<file path="config.mk">
export PLATFORM = sky130hd
export DESIGN_NAME = sevenseg_scan_mux_flat
export DESIGN_NICKNAME = d
export VERILOG_FILES = /design/src/rtl/sevenseg_scan_mux_if.sv /design/src/rtl/sevenseg_scan_mux.sv /design/src/flat_wrapper.sv
export SDC_FILE = /design/constraint.sdc
export NUM_CORES = 1
export LEC_CHECK = 0
export BUFFER_PORTS_ARGS = -buffer_cell sky130_fd_sc_hd__buf_2
export CAP_MARGIN = 10
export CORE_UTILIZATION = 40
export CTS_BUF_LIST = sky130_fd_sc_hd__clkbuf_4
export DETAILED_ROUTE_END_ITERATION = 10
export PLACE_DENSITY_LB_ADDON = 0.2
export SYNTH_ARGS = -nofsm -noshare
export SYNTH_HDL_FRONTEND = slang
export SYNTH_SLANG_ARGS = --single-unit
</file>
<file path="constraint.sdc">
create_clock -name i_clk -period 5.06 [get_ports i_clk]
set_input_delay 0.759 -clock i_clk [delete_from_list [all_inputs] [get_ports i_clk]]
set_output_delay 0.759 -clock i_clk [all_outputs]
set_load 0.02 [all_outputs]
</file>
<file path="src/rtl/sevenseg_scan_mux_if.sv">
// Display-side bundle for sevenseg_scan_mux: value/mask inputs and the anode/segment drives.
// The driving block uses master; the display driver itself uses slave.
interface sevenseg_scan_mux_if #(
  parameter int unsigned DIGITS = 8
);
  logic                  i_en;
  logic                  i_load;
  logic [4*DIGITS-1:0]   i_value;
  logic [DIGITS-1:0]     i_dp;
  logic [DIGITS-1:0]     i_blank;
  logic [DIGITS-1:0]     o_an;
  logic [6:0]            o_seg;
  logic                  o_dp;

  modport master (
    output i_en, i_load, i_value, i_dp, i_blank,
    input  o_an, o_seg, o_dp
  );

  modport slave (
    input  i_en, i_load, i_value, i_dp, i_blank,
    output o_an, o_seg, o_dp
  );
endinterface

</file>
<file path="src/rtl/sevenseg_scan_mux.sv">
// Time-multiplexed seven-segment hex driver with prescaled scan, dead time, snapshot and masks.
// Define SEVENSEG_LZB_EN to enable leading-zero blanking.
module sevenseg_scan_mux #(
  parameter int unsigned DIGITS         = 8,
  parameter int unsigned REFRESH_DIV    = 100000,
  parameter int unsigned DEAD_CYCLES    = 16,
  parameter bit          SEG_ACTIVE_LOW = 1'b1
) (
  input logic                 i_clk,
  input logic                 i_rst,
  sevenseg_scan_mux_if.slave  disp_io
);

  localparam int unsigned CntW = (REFRESH_DIV > 1) ? $clog2(REFRESH_DIV) : 1;
  localparam int unsigned IdxW = (DIGITS > 1) ? $clog2(DIGITS) : 1;
  localparam logic [CntW-1:0] CntMax  = CntW'(REFRESH_DIV - 1);
  localparam logic [CntW-1:0] DeadCnt = CntW'(DEAD_CYCLES);
  localparam logic [IdxW-1:0] IdxMax  = IdxW'(DIGITS - 1);
  localparam logic [6:0]      SegOff  = SEG_ACTIVE_LOW ? 7'h7F : 7'h00;
  localparam logic            DpOff   = SEG_ACTIVE_LOW;

  typedef enum logic {StDead, StOn} phase_e;

  logic [CntW-1:0]     cnt_q, cnt_d;
  logic [IdxW-1:0]     idx_q, idx_d;
  logic [IdxW-1:0]     slot_q;
  phase_e              phase_q, phase_d;
  logic [4*DIGITS-1:0] snap_value_q;
  logic [DIGITS-1:0]   snap_dp_q, snap_blank_q;
  logic [DIGITS-1:0]   dark_mask;
  logic [DIGITS-1:0]   an_d;
  logic [6:0]          seg_d;
  logic                dp_d;
  logic [DIGITS-1:0]   an_q;
  logic [6:0]          seg_q;
  logic                dp_q;
  logic [3:0]          nib;
  logic                lit;

  function automatic logic [6:0] seg_decode(input logic [3:0] n);
    logic [6:0] s;
    s = 7'h7F;
    unique case (n)
      4'h0: s = 7'h01;
      4'h1: s = 7'h4F;
      4'h2: s = 7'h12;
      4'h3: s = 7'h06;
      4'h4: s = 7'h4C;
      4'h5: s = 7'h24;
      4'h6: s = 7'h20;
      4'h7: s = 7'h0F;
      4'h8: s = 7'h00;
      4'h9: s = 7'h04;
      4'hA: s = 7'h08;
      4'hB: s = 7'h60;
      4'hC: s = 7'h31;
      4'hD: s = 7'h42;
      4'hE: s = 7'h30;
      4'hF: s = 7'h38;
    endcase
    return s;
  endfunction

  always_comb begin
    cnt_d = cnt_q + 1'b1;
    idx_d = idx_q;
    if (cnt_q == CntMax) begin
      cnt_d = '0;
      idx_d = (idx_q == IdxMax) ? '0 : idx_q + 1'b1;
    end
  end

  // Phase tracks the cnt value one cycle behind, paired with slot_q as the registered idx.
  always_comb begin
    phase_d = phase_q;
    if (DEAD_CYCLES == 0) begin
      phase_d = StOn;
    end else begin
      unique case (phase_q)
        StDead:  if (cnt_q == DeadCnt) phase_d = StOn;
        StOn:    if (cnt_q == '0)      phase_d = StDead;
        default: phase_d = StDead;
      endcase
    end
  end

`ifdef SEVENSEG_LZB_EN
  // Walk down from the top digit; a non-zero nibble or a lit dp ends the leading-zero run.
  always_comb begin
    logic lead;
    lead      = 1'b1;
    dark_mask = snap_blank_q;
    for (int k = DIGITS - 1; k >= 1; k--) begin
      lead = lead && (snap_value_q[4*k +: 4] == 4'h0) && !snap_dp_q[k];
      if (lead) dark_mask[k] = 1'b1;
    end
  end
`else
  assign dark_mask = snap_blank_q;
`endif

  always_comb begin
    nib   = snap_value_q[{slot_q, 2'b00} +: 4];
    lit   = (phase_q == StOn) && disp_io.i_en && !dark_mask[slot_q];
    an_d  = '1;
    seg_d = SegOff;
    dp_d  = DpOff;
    if (lit) begin
      an_d[slot_q] = 1'b0;
      seg_d        = SEG_ACTIVE_LOW ? seg_decode(nib) : ~seg_decode(nib);
      dp_d         = snap_dp_q[slot_q] ^ SEG_ACTIVE_LOW;
    end
  end

  always_ff @(posedge i_clk) begin
    if (i_rst) begin
      cnt_q        <= '0;
      idx_q        <= '0;
      slot_q       <= '0;
      phase_q      <= StDead;
      snap_value_q <= '0;
      snap_dp_q    <= '0;
      snap_blank_q <= '0;
      an_q         <= '1;
      seg_q        <= SegOff;
      dp_q         <= DpOff;
    end else begin
      cnt_q   <= cnt_d;
      idx_q   <= idx_d;
      slot_q  <= idx_q;
      phase_q <= phase_d;
      if (disp_io.i_load) begin
        snap_value_q <= disp_io.i_value;
        snap_dp_q    <= disp_io.i_dp;
        snap_blank_q <= disp_io.i_blank;
      end
      an_q  <= an_d;
      seg_q <= seg_d;
      dp_q  <= dp_d;
    end
  end

  assign disp_io.o_an  = an_q;
  assign disp_io.o_seg = seg_q;
  assign disp_io.o_dp  = dp_q;

endmodule

</file>
<file path="src/flat_wrapper.sv">
// flat-port wrapper written by rule: the top's interface ports become plain ports
module sevenseg_scan_mux_flat 
#(
  parameter int unsigned DIGITS         = 8,
  parameter int unsigned REFRESH_DIV    = 100000,
  parameter int unsigned DEAD_CYCLES    = 16,
  parameter bit          SEG_ACTIVE_LOW = 1'b1
)
  (i_clk, i_rst, disp_io_i_en, disp_io_i_load, disp_io_i_value, disp_io_i_dp, disp_io_i_blank, disp_io_o_an, disp_io_o_seg, disp_io_o_dp);
  sevenseg_scan_mux_if #(.DIGITS(DIGITS)) disp_io_i ();
  input logic i_clk;
  input logic i_rst;
  input wire logic [$bits(disp_io_i.i_en)-1:0] disp_io_i_en;
  input wire logic [$bits(disp_io_i.i_load)-1:0] disp_io_i_load;
  input wire logic [$bits(disp_io_i.i_value)-1:0] disp_io_i_value;
  input wire logic [$bits(disp_io_i.i_dp)-1:0] disp_io_i_dp;
  input wire logic [$bits(disp_io_i.i_blank)-1:0] disp_io_i_blank;
  output wire logic [$bits(disp_io_i.o_an)-1:0] disp_io_o_an;
  output wire logic [$bits(disp_io_i.o_seg)-1:0] disp_io_o_seg;
  output wire logic [$bits(disp_io_i.o_dp)-1:0] disp_io_o_dp;
  assign disp_io_i.i_en = disp_io_i_en;
  assign disp_io_i.i_load = disp_io_i_load;
  assign disp_io_i.i_value = disp_io_i_value;
  assign disp_io_i.i_dp = disp_io_i_dp;
  assign disp_io_i.i_blank = disp_io_i_blank;
  assign disp_io_o_an = disp_io_i.o_an;
  assign disp_io_o_seg = disp_io_i.o_seg;
  assign disp_io_o_dp = disp_io_i.o_dp;
  sevenseg_scan_mux #(.DIGITS(DIGITS), .REFRESH_DIV(REFRESH_DIV), .DEAD_CYCLES(DEAD_CYCLES), .SEG_ACTIVE_LOW(SEG_ACTIVE_LOW)) u_core (.i_clk(i_clk), .i_rst(i_rst), .disp_io(disp_io_i));
endmodule
</file>
* Word-level counts from Yosys, hierarchy flattened
Memory sizes are Yosys's and may differ from the RTL's. A register that Yosys moved wholly into a read port is not among the register bits.
Index checks and enable logic that the tools add are counted.
** Word-level totals
- Word-level logic and storage cells :: 39
- Bits in registers :: 81
- Memories :: 1
- Output and inout bits :: 16
- Bits in read-only memories :: 112
- Input bits :: 52
** Memories
- (name not given) :: depth 16, bits a word 7, rd ports 1, clocked after memory_dff 1, write ports 0, line sevenseg_scan_mux.sv:43 : unique case (n)
** Operators by class
- Order comparisons :: 2
- Add/subtract/negate cells :: 2
- Shift-type cells :: 1
- Equal/unequal tests :: 3
- Multiplexer cells :: 10
- Bitwise operators :: 4
- Reduce and logical (&&, ||, !) cells :: 7
** Operators by type and width (count)
- indexed part select 32 x 6 -> 4 bit :: 1
- adder 17 x 1 -> 17 bit (second input constant) :: 1
- equality test 17 bit (second input constant) :: 1
- equality test 17 x 5 -> 1 bit (second input constant) :: 1
- zero test 17 bit :: 1
- NOT 8 bit :: 1
- binary-select mux 1 bit (select 3 bit) :: 2
- 2-to-1 mux 1 bit :: 5
- < comparator 3 x 4 -> 1 bit (second input constant) :: 1
- OR reduction 2 bit :: 2
- adder 3 x 1 -> 3 bit (second input constant) :: 1
- demux 1 bit (select 3 bit) :: 1
- equality test 3 bit (second input constant) :: 1
- >= comparator 3 x 1 -> 1 bit (second input constant) :: 1
- logical AND 1 bit :: 3
- 2-to-1 mux 3 bit :: 1
- NOT 1 bit :: 3
- one-hot mux 1 bit (2 select lines) :: 1
- zero test 1 bit :: 1

* Longest topological paths before layout
Gate-level depths: netlist of the first run.
- Word-level depth :: 6
- Depth in mapped cells :: 10
- Mapped depth without buffers :: 8

* Worst setup path after synthesis of the first run
OpenSTA, ideal clock, no wires.
- Path type :: register -> register
- Start point :: register u_core.slot_q[0]
- End point :: register u_core.seg_q[3], in the netlist u_core.disp_io.o_seg[3]
- Buffers on the path :: 2
- Data required time :: 4929 ps
- Slack :: 2910 ps
- Stages on the path, launching flop included :: 11
- Arrival :: 2019 ps
- Setup time :: 131 ps
- Period minus slack after synthesis :: 2150 ps
- Cells stage by stage :: dfxtp_1 buf_6 buf_8 nand3b_1 a21oi_1 a2111oi_2 inv_1 ha_1 nor2b_1 a211oi_1 o21ai_0
** Between the ends
- Longest elaborated chain between the ends :: 6
- Elaborated cells on any way between the ends :: 7
- Classes of those cells :: shift (1); mux (2); bitwise (1); reduce/logical (3)
** RTL lines
- from (decl) :: line sevenseg_scan_mux.sv:26 : logic [IdxW-1:0] slot_q;
- from (signal assigned) :: line sevenseg_scan_mux.sv:130 : slot_q <= idx_q;
- binary-select mux 1 bit (select 3 bit) :: line sevenseg_scan_mux.sv:104 : lit = (phase_q == StOn) && disp_io.i_en && !dark_mask[slot_q];
- 2-to-1 mux 1 bit (implied by the code) :: line sevenseg_scan_mux.sv:104
- zero test 1 bit :: line sevenseg_scan_mux.sv:104
- logical AND 1 bit :: line sevenseg_scan_mux.sv:104
- NOT 1 bit (no source line)
- OR reduction 2 bit (no source line)
- to (decl) :: line sevenseg_scan_mux.sv:35 : logic [6:0] seg_q;
Parallel ways exist; a longest one is shown, timed or not. The select of a mux whose other input is x is not followed.
A chain may end at the register's enable or synchronous reset.

* Worst setup path after layout of the first run
Ends and elaborated chain as after synthesis.

==> metrics.log, run 1 <==
INFO  metric post_synth_num_cell_types = roughly 50
INFO  metric num_vias = 2722
INFO  metric fillerInstances = roughly 900
INFO  metric final_max_slew_viol_count = 0
INFO  metric route.final.wire_length = approximately 7.7 mm
INFO  metric yosys.area.top_type = sky130_fd_sc_hd__dfxtp_1
INFO  metric netlist_area = 3850 um^2
INFO  metric htree_levels = 3
INFO  metric net-switching-power = 0.293 mW
INFO  metric synth_ff_type = sky130_fd_sc_hd__dfxtp_1
INFO  metric maxClockFrequency = 325 MHz
INFO  metric clock-root-buffer = sky130_fd_sc_hd__clkbuf_4
INFO  metric fin_worst_hold_slack = 0.494 ns
INFO  metric grt_pass1_wl = 12.7 mm
INFO  metric ctsHoldBuffers = 0
INFO  metric power_report.internal_total = 1.03 mW
INFO  metric maxSlewHeadroom = 27.5%
INFO  metric yosysSeqAreaShare = 45.7%
INFO  metric regArea = 1760 um^2
INFO  metric transition_time_of_the_tightest_slew_check_pin = 1.09 ns
INFO  metric io_buffer_count = 67
INFO  metric finalClockSkew = 0.0100 ns
INFO  metric postSynthRegisterBits = 88
INFO  metric worst-setup-path-type = register to register
INFO  metric switching_part_of_the_total_power = 22.2%
INFO  metric coreArea = approximately 9300 um^2
INFO  metric finish.net_count = between 500 and 600
INFO  metric min-delay-path-class = register to register
INFO  metric groute.usage.overall = 16.5%
INFO  metric timing.setup.tns = 0 ns
INFO  metric clkSinkCount = 88
INFO  metric grt_antenna_before_repair = 0
INFO  metric antenna_left = 0
INFO  metric worst-endpoint-required = 5.39 ns
INFO  metric rsz0062_at_grt = false
INFO  metric number_of_enable_type_register_cells_in_the_synthesized_netlist = 0
INFO  metric cp_data_arrival_time = 3.40 ns
INFO  metric postLayoutCoreUtil = 47.4%
INFO  metric vdd_ir_drop_max = about 140 uV
INFO  metric pwr-share-clk = 36.4%
INFO  metric max-cap-violations = 0
INFO  metric synth_nets = between 400 and 500
INFO  metric p_total = about 1.3 mW
INFO  metric overflow = 0
INFO  metric clockBufferDepth = 2
INFO  metric pin_count_of_the_biggest_net_entering_global_routing = 58
INFO  metric critical_path.max_stage_delay = 1.06 ns
INFO  metric tritoncts = built
INFO  metric crit_path_max_fanout = 25
INFO  metric synth_cells = about 390
INFO  metric syn_warnings = 0
INFO  metric fp.dieArea = between 10000 and 15000 um^2
INFO  metric drt_drc_violations_left = 0
INFO  metric area_growth_from_synthesis_to_layout = 14.3%
INFO  metric power_density = ~300 nW/um^2
INFO  metric dpl.hpwl = about 5.4 mm
INFO  metric multi_input_area = 1920 um^2
INFO  metric die_width = 100 um
INFO  metric route.detailed.vias_per_inst = 4.74
INFO  metric status = completed
INFO  metric hold_violation_total_from_the_final_report = 0
INFO  metric cp_cell_sequence = nand3b_1, a21oi_1, a2111oi_2, inv_1, ha_1, nor2b_1, a211oi_1, o21ai_0
INFO  metric cp_slowest_cell = sky130_fd_sc_hd__dfxtp_1
INFO  metric boundaryPins = 68
INFO  metric drt-pass1-iter-count = 4
INFO  metric cellLeakagePower = 1.91 nW
INFO  metric power.sequential.fraction = between 50% and 60%
INFO  metric post_drt_wl_per_cell = between 10 and 15 um
INFO  metric clkSlewWorstSetupHoldPaths = 0.13 ns
INFO  metric place.gp.congestion = 0.790
INFO  metric antenna_diode_instance_count = 0
INFO  metric cp-start-kind = register
INFO  metric fp-row-count = 35
INFO  metric cts_inserted_buffers = 9
INFO  metric clock_period_minus_worst_slack = 3.07 ns
INFO  metric average_instance_area_after_synthesis = ~10 um^2
INFO  metric synth_async_sr_flop_share = 0%
INFO  metric cp-end-kind = register
INFO  metric post_synth_main_area_contributors = sky130_fd_sc_hd__dfxtp_1 46%, sky130_fd_sc_hd__mux2i_1 16%, sky130_fd_sc_hd__nor2_1 7.0%
INFO  metric postCtsSetupBuffers = 0
INFO  metric pwr-share-comb = around 8.2%
INFO  metric fin_crit_sh = between 60% and 70%
INFO  metric dieHeight = 100 um
INFO  metric finalSetupViolations = 0
INFO  metric clk-insertion-delay-late = 0.44 ns
INFO  metric yosysTopAreaCellShare = 45.7%
INFO  metric cts_resized = 0
INFO  metric drt_iter0_markers = 64
INFO  metric initial_core_utilization = 41.5%
INFO  metric drive_gt1_share = 21.1%
INFO  metric grt_pass1_vias = 2609
registers in the layout, summed over array words and instances (netlist names):
register	count
u_core.snap_value_q	32
u_core.cnt_q	17
u_core.dark_mask	8
u_core.disp_io.o_an	8
u_core.snap_dp_q	8
u_core.disp_io.o_seg	7
u_core.idx_q	3
u_core.slot_q	3
u_core.disp_io.o_dp	1
u_core.phase_q	1
per-stage QoR:
stage,setup slack (ns),std cells,cell area (um^2)
final,1.99,574,4400
after global routing,1.72,574,4400
after CTS,1.96,574,4400
after detailed placement,1.96,559,4230
after global placement,2.10,559,4230
after floorplan,2.91,385,3850
path summary, 6_finish.rpt:
kind	depth (start not counted)	start	slack [ns]	end
max	8	u_core.slot_q[0]	1.99	u_core.disp_io.o_seg[3]
max reg2reg	8	u_core.slot_q[0]	1.99	u_core.disp_io.o_seg[3]
min	1	u_core.idx_q[2]	0.49	u_core.slot_q[2]
min reg2reg	1	u_core.idx_q[2]	0.49	u_core.slot_q[2]
critical path, delay by kind of cell, from the launching register on:
family                   cells  cell delay (ns)
AO/OA/AOI/OAI                4             1.12
adder cells (fa/ha/maj)      1             0.29
buffers and inverters        1             0.16
flip-flops                   1             1.06
AND/OR/NAND/NOR              2             0.35
synth_stat cells, types with 3 or more instances:
master / count
sky130_fd_sc_hd__nand4_1: 6
sky130_fd_sc_hd__and2_1: 3
sky130_fd_sc_hd__a21oi_1: 4
sky130_fd_sc_hd__nand3b_1: 8
sky130_fd_sc_hd__nand3_1: 10
sky130_fd_sc_hd__buf_2: 9
sky130_fd_sc_hd__nand2_1: 20
sky130_fd_sc_hd__xor2_1: 11
sky130_fd_sc_hd__mux4_2: 3
sky130_fd_sc_hd__xnor2_1: 4
sky130_fd_sc_hd__o221ai_1: 3
sky130_fd_sc_hd__nor2b_1: 8
sky130_fd_sc_hd__buf_6: 3
sky130_fd_sc_hd__ha_1: 10
sky130_fd_sc_hd__dfxtp_1: 88
sky130_fd_sc_hd__and3_1: 6
sky130_fd_sc_hd__clkbuf_1: 10
sky130_fd_sc_hd__inv_1: 8
sky130_fd_sc_hd__nor2_1: 72
sky130_fd_sc_hd__o21ai_0: 4
sky130_fd_sc_hd__mux2i_1: 62
power by group through the flow:
stage	Clock (mW)	Combinational [mW]	Sequential, mW
2_1_floorplan	0	0.0792	0.742
3_3_place_gp	0	0.108	0.749
3_5_place_dp	0	0.110	0.748
4_1_cts	0.499	0.111	0.732
5_1_grt	0.531	0.124	0.736
6_report	0.482	0.109	0.732
cells by family after synthesis:
group | after synthesis | share of synthesized area (%)
buf+inv | 32 | 4.38
xor+xnor | 15 | 3.41
mux | 70 | 20.2
fa+ha+maj | 10 | 3.25
flops | 88 | 45.7
compound gates | 25 | 5.13
simple gates | 145 | 17.9
layer usage:
layer,vias to the layer above,track usage (%),routed length (um)
li1,1438,-,-
met1,1221,23.0,3810
met2,52,24.4,3400
met3,11,3.76,343
met4,0,7.36,133
met5,-,0,0
cell type report:
type,instances,share of cell area (%)
Sequential cell,88,40.0
Clock inverter,4,2.13
Inverter,8,0.682
Clock buffer,11,1.88
Multi-Input combinational cell,265,43.7
Tap cell,129,3.67
Timing Repair Buffer,69,7.96
cells in the final DEF, fill, tap and decap left out, types with 2 or more instances in the layout:
cell and instances:
sky130_fd_sc_hd__bufinv_16 3, sky130_fd_sc_hd__mux2_2 2, sky130_fd_sc_hd__nor2_1 72, sky130_fd_sc_hd__nor4_1 2
sky130_fd_sc_hd__nor2b_1 8, sky130_fd_sc_hd__buf_4 2, sky130_fd_sc_hd__nand4_1 6, sky130_fd_sc_hd__inv_1 8
sky130_fd_sc_hd__xnor2_1 4, sky130_fd_sc_hd__nand2_1 20, sky130_fd_sc_hd__o21ai_0 4, sky130_fd_sc_hd__mux4_2 3
sky130_fd_sc_hd__and4_1 2, sky130_fd_sc_hd__and2_1 3, sky130_fd_sc_hd__ha_1 10, sky130_fd_sc_hd__dfxtp_1 88
sky130_fd_sc_hd__and3_1 6, sky130_fd_sc_hd__a21oi_1 4, sky130_fd_sc_hd__nand3_1 10, sky130_fd_sc_hd__xor2_1 11
sky130_fd_sc_hd__clkbuf_4 11, sky130_fd_sc_hd__mux2i_1 62, sky130_fd_sc_hd__o211ai_1 2, sky130_fd_sc_hd__nand3b_1 8
sky130_fd_sc_hd__mux4_1 2, sky130_fd_sc_hd__o221ai_1 3, sky130_fd_sc_hd__buf_2 67
No activity file was read; power rests on OpenSTA's default activity.
==> inputs of run 2 (changes only) <==
==> constraint.sdc (replaced) <==
create_clock -name i_clk -period 3.2 [get_ports i_clk]
set_input_delay 0.48 -clock i_clk [delete_from_list [all_inputs] [get_ports i_clk]]
set_output_delay 0.48 -clock i_clk [all_outputs]
set_load 0.02 [all_outputs]
==> run 2 against run 1 <==
  * Die area unchanged
  * Register-to-register slack got worse by 1.4 ns
  * Critical endpoint unchanged
  * Cell area decreased by 0.40%
  * Highest routed layer unchanged
  * Sequential share of layout area increased by 0.16 points
  * Sequential cell count unchanged
  * Clock skew decreased by 0.0057 ns
==> metrics.log, run 2 (synthesis gave the netlist of run 1 again) <==
INFO  metric cp-start-kind = register
INFO  metric finalSetupViolations = 0
INFO  metric regArea = 1760 um^2
INFO  metric power_density = 441 nW/um^2
INFO  metric drive_gt1_share = between 20% and 30%
INFO  metric clkSinkCount = 88
INFO  metric timing.critical_path.depth = 8
INFO  metric maxClockFrequency = 382 MHz
INFO  metric drt_iter0_markers = 97
INFO  metric worst_reg2reg_path_depth = 8
INFO  metric crit_path_max_fanout = 12
INFO  metric clock_period_minus_worst_slack = 2.62 ns
INFO  metric transition_time_of_the_tightest_slew_check_pin = 0.715 ns
INFO  metric initial_core_utilization = ~41%
INFO  metric route.detailed.vias_per_inst = 4.87
INFO  metric postLayoutCoreUtil = between 40% and 50%
INFO  metric vdd_ir_drop_max = around 250 uV
INFO  metric clock-root-buffer = sky130_fd_sc_hd__clkbuf_4
INFO  metric antenna_diode_instance_count = 0
INFO  metric fp-row-count = 35
INFO  metric commonest_cells_after_routing_fill_and_taps_aside = 88 x sky130_fd_sc_hd__dfxtp_1, 72 x sky130_fd_sc_hd__nor2_1, 67 x sky130_fd_sc_hd__buf_2
INFO  metric timing.setup.tns = 0 ns
INFO  metric clkSlewWorstSetupHoldPaths = around 0.12 ns
INFO  metric grt_antenna_before_repair = 0
INFO  metric number_of_flip_flops_under_the_largest_register_name = 32
INFO  metric largest_register = u_core.snap_value_q
INFO  metric overflow = 0
INFO  metric groute.usage.overall = 16.6%
INFO  metric fin_worst_hold_slack = 0.282 ns
INFO  metric finalClockSkew = between 0.004 and 0.005 ns
INFO  metric dpl.hpwl = 5.55 mm
INFO  metric postCtsSetupBuffers = 0
INFO  metric area_growth_from_synthesis_to_layout = 13.8%
INFO  metric drt-pass1-iter-count = 6
INFO  metric final_max_slew_viol_count = 0
INFO  metric finish.net_count = 507
INFO  metric cts_inserted_buffers = 9
INFO  metric final_common_cell = sky130_fd_sc_hd__dfxtp_1
INFO  metric clk-insertion-delay-late = about 0.42 ns
INFO  metric fp.dieArea = 10000 um^2
INFO  metric fillerInstances = ~930
INFO  metric boundaryPins = between 60 and 70
INFO  metric die_width = 100 um
INFO  metric min-delay-path-class = primary input to register
INFO  metric fin_crit_sh = 81.9%
INFO  metric cellLeakagePower = 1.90 nW
INFO  metric critPathBufInv = 1
INFO  metric route.final.wire_length = between 7 and 8 mm
INFO  metric met3_wl_post_dr = 313 um
INFO  metric worst-setup-path-type = register to register
INFO  metric pin_count_of_the_biggest_net_entering_global_routing = 57
INFO  metric dieHeight = roughly 100 um
INFO  metric tritoncts = built
INFO  metric io_buffer_count = 67
INFO  metric post_drt_wl_per_cell = 13.5 um
INFO  metric htree_levels = 3
INFO  metric p_total = 1.93 mW
INFO  metric clockBufferDepth = 2
INFO  metric num_vias = 2817
INFO  metric cp_cell_sequence = mux4_1, nand2_1, and2_1, inv_1, ha_1, nor2b_1, a211oi_1, o21ai_0
INFO  metric coreArea = 9280 um^2
INFO  metric cts_resized = 0
INFO  metric place.gp.congestion = 0.772
INFO  metric multi_input_area = 1920 um^2
INFO  metric critical_path.top_delay_family = flip-flops
INFO  metric cp_slowest_cell = sky130_fd_sc_hd__dfxtp_1
INFO  metric rsz0062_at_grt = false
INFO  metric ctsHoldBuffers = 0
INFO  metric worstHoldPathCells = 3
INFO  metric layout_top_registers = u_core.snap_value_q (32), u_core.cnt_q (17)
INFO  metric status = completed
INFO  metric worst-endpoint-required = 3.51 ns
INFO  metric max-cap-violations = 0
INFO  metric drt_drc_violations_left = 0
INFO  metric grt_pass1_vias = between 2000 and 3000
INFO  metric cp_data_arrival_time = 2.93 ns
INFO  metric maxSlewHeadroom = 52.3%
INFO  metric antenna_left = 0
INFO  metric detail_route.wirelength.met1 = about 4 mm
INFO  metric cp-end-kind = register
INFO  metric met2_routed_wirelength = 3.34 mm
INFO  metric critical_path.max_stage_delay = 0.77 ns
INFO  metric grt_pass1_wl = 13.2 mm
INFO  metric hold_violation_total_from_the_final_report = 0
INFO  metric top_layer = met4
run 2: cell count changes in the layout (fill, tap and decap cells not counted):
cell	delta
sky130_fd_sc_hd__clkinv_2	+1
sky130_fd_sc_hd__buf_4	+4
sky130_fd_sc_hd__bufinv_16	-2
sky130_fd_sc_hd__clkinvlp_4	+1
run 2: area by class of cell:
class	instances	share of cell area, %
inverters	8	0.685
clock buffers	11	1.88
repair buffers	73	8.68
multi-input cells	265	43.8
well taps	129	3.68
clock inverters	4	1.06
flip-flops and latches	88	40.2
run 2: power by group:
group	internal (mW)	switching [mW]	leakage [nW]
Sequential	1.13	0.0222	0.720
Clock	0.249	0.351	0.0704
Combinational	0.0887	0.0894	1.11
Total	1.47	0.462	1.90
run 2: path summary, 6_finish.rpt:
path / start / end / slack (ns)
worst max-delay path: u_core.slot_q[0] / u_core.disp_io.o_seg[3] / 0.58
worst min-delay path: disp_io_i_blank[1] / u_core.dark_mask[1] / 0.28
worst max register to register: u_core.slot_q[0] / u_core.disp_io.o_seg[3] / 0.58
worst min register to register: u_core.idx_q[1] / u_core.slot_q[1] / 0.49
run 2: metrics by stage:
| step | instances | setup slack [ns] | cell area (um^2) |
|---|---|---|---|
| after floorplan | 385 | 1.05 | 3850 |
| after global placement | 563 | 0.771 | 4260 |
| after detailed placement | 563 | 0.613 | 4260 |
| after CTS | 578 | 0.596 | 4380 |
| after global routing | 578 | 0.422 | 4380 |
| final | 578 | 0.581 | 4380 |
run 2: routing by layer:
layer | GRT usage (%) | up-vias
met4 | 6.13 | 0
met2 | 25.3 | 58
met3 | 4.25 | 13
met5 | 0 | -
li1 | - | 1451
met1 | 22.7 | 1295
run 2: worst reg2reg max path, stage by stage, from the launching register on:
cell and delay (ns):
sky130_fd_sc_hd__dfxtp_1 0.77, sky130_fd_sc_hd__mux4_1 0.66, sky130_fd_sc_hd__nand2_1 0.08, sky130_fd_sc_hd__and2_1 0.23, sky130_fd_sc_hd__inv_1 0.12, sky130_fd_sc_hd__ha_1 0.24
sky130_fd_sc_hd__nor2b_1 0.14, sky130_fd_sc_hd__a211oi_1 0.16, sky130_fd_sc_hd__o21ai_0 0.10
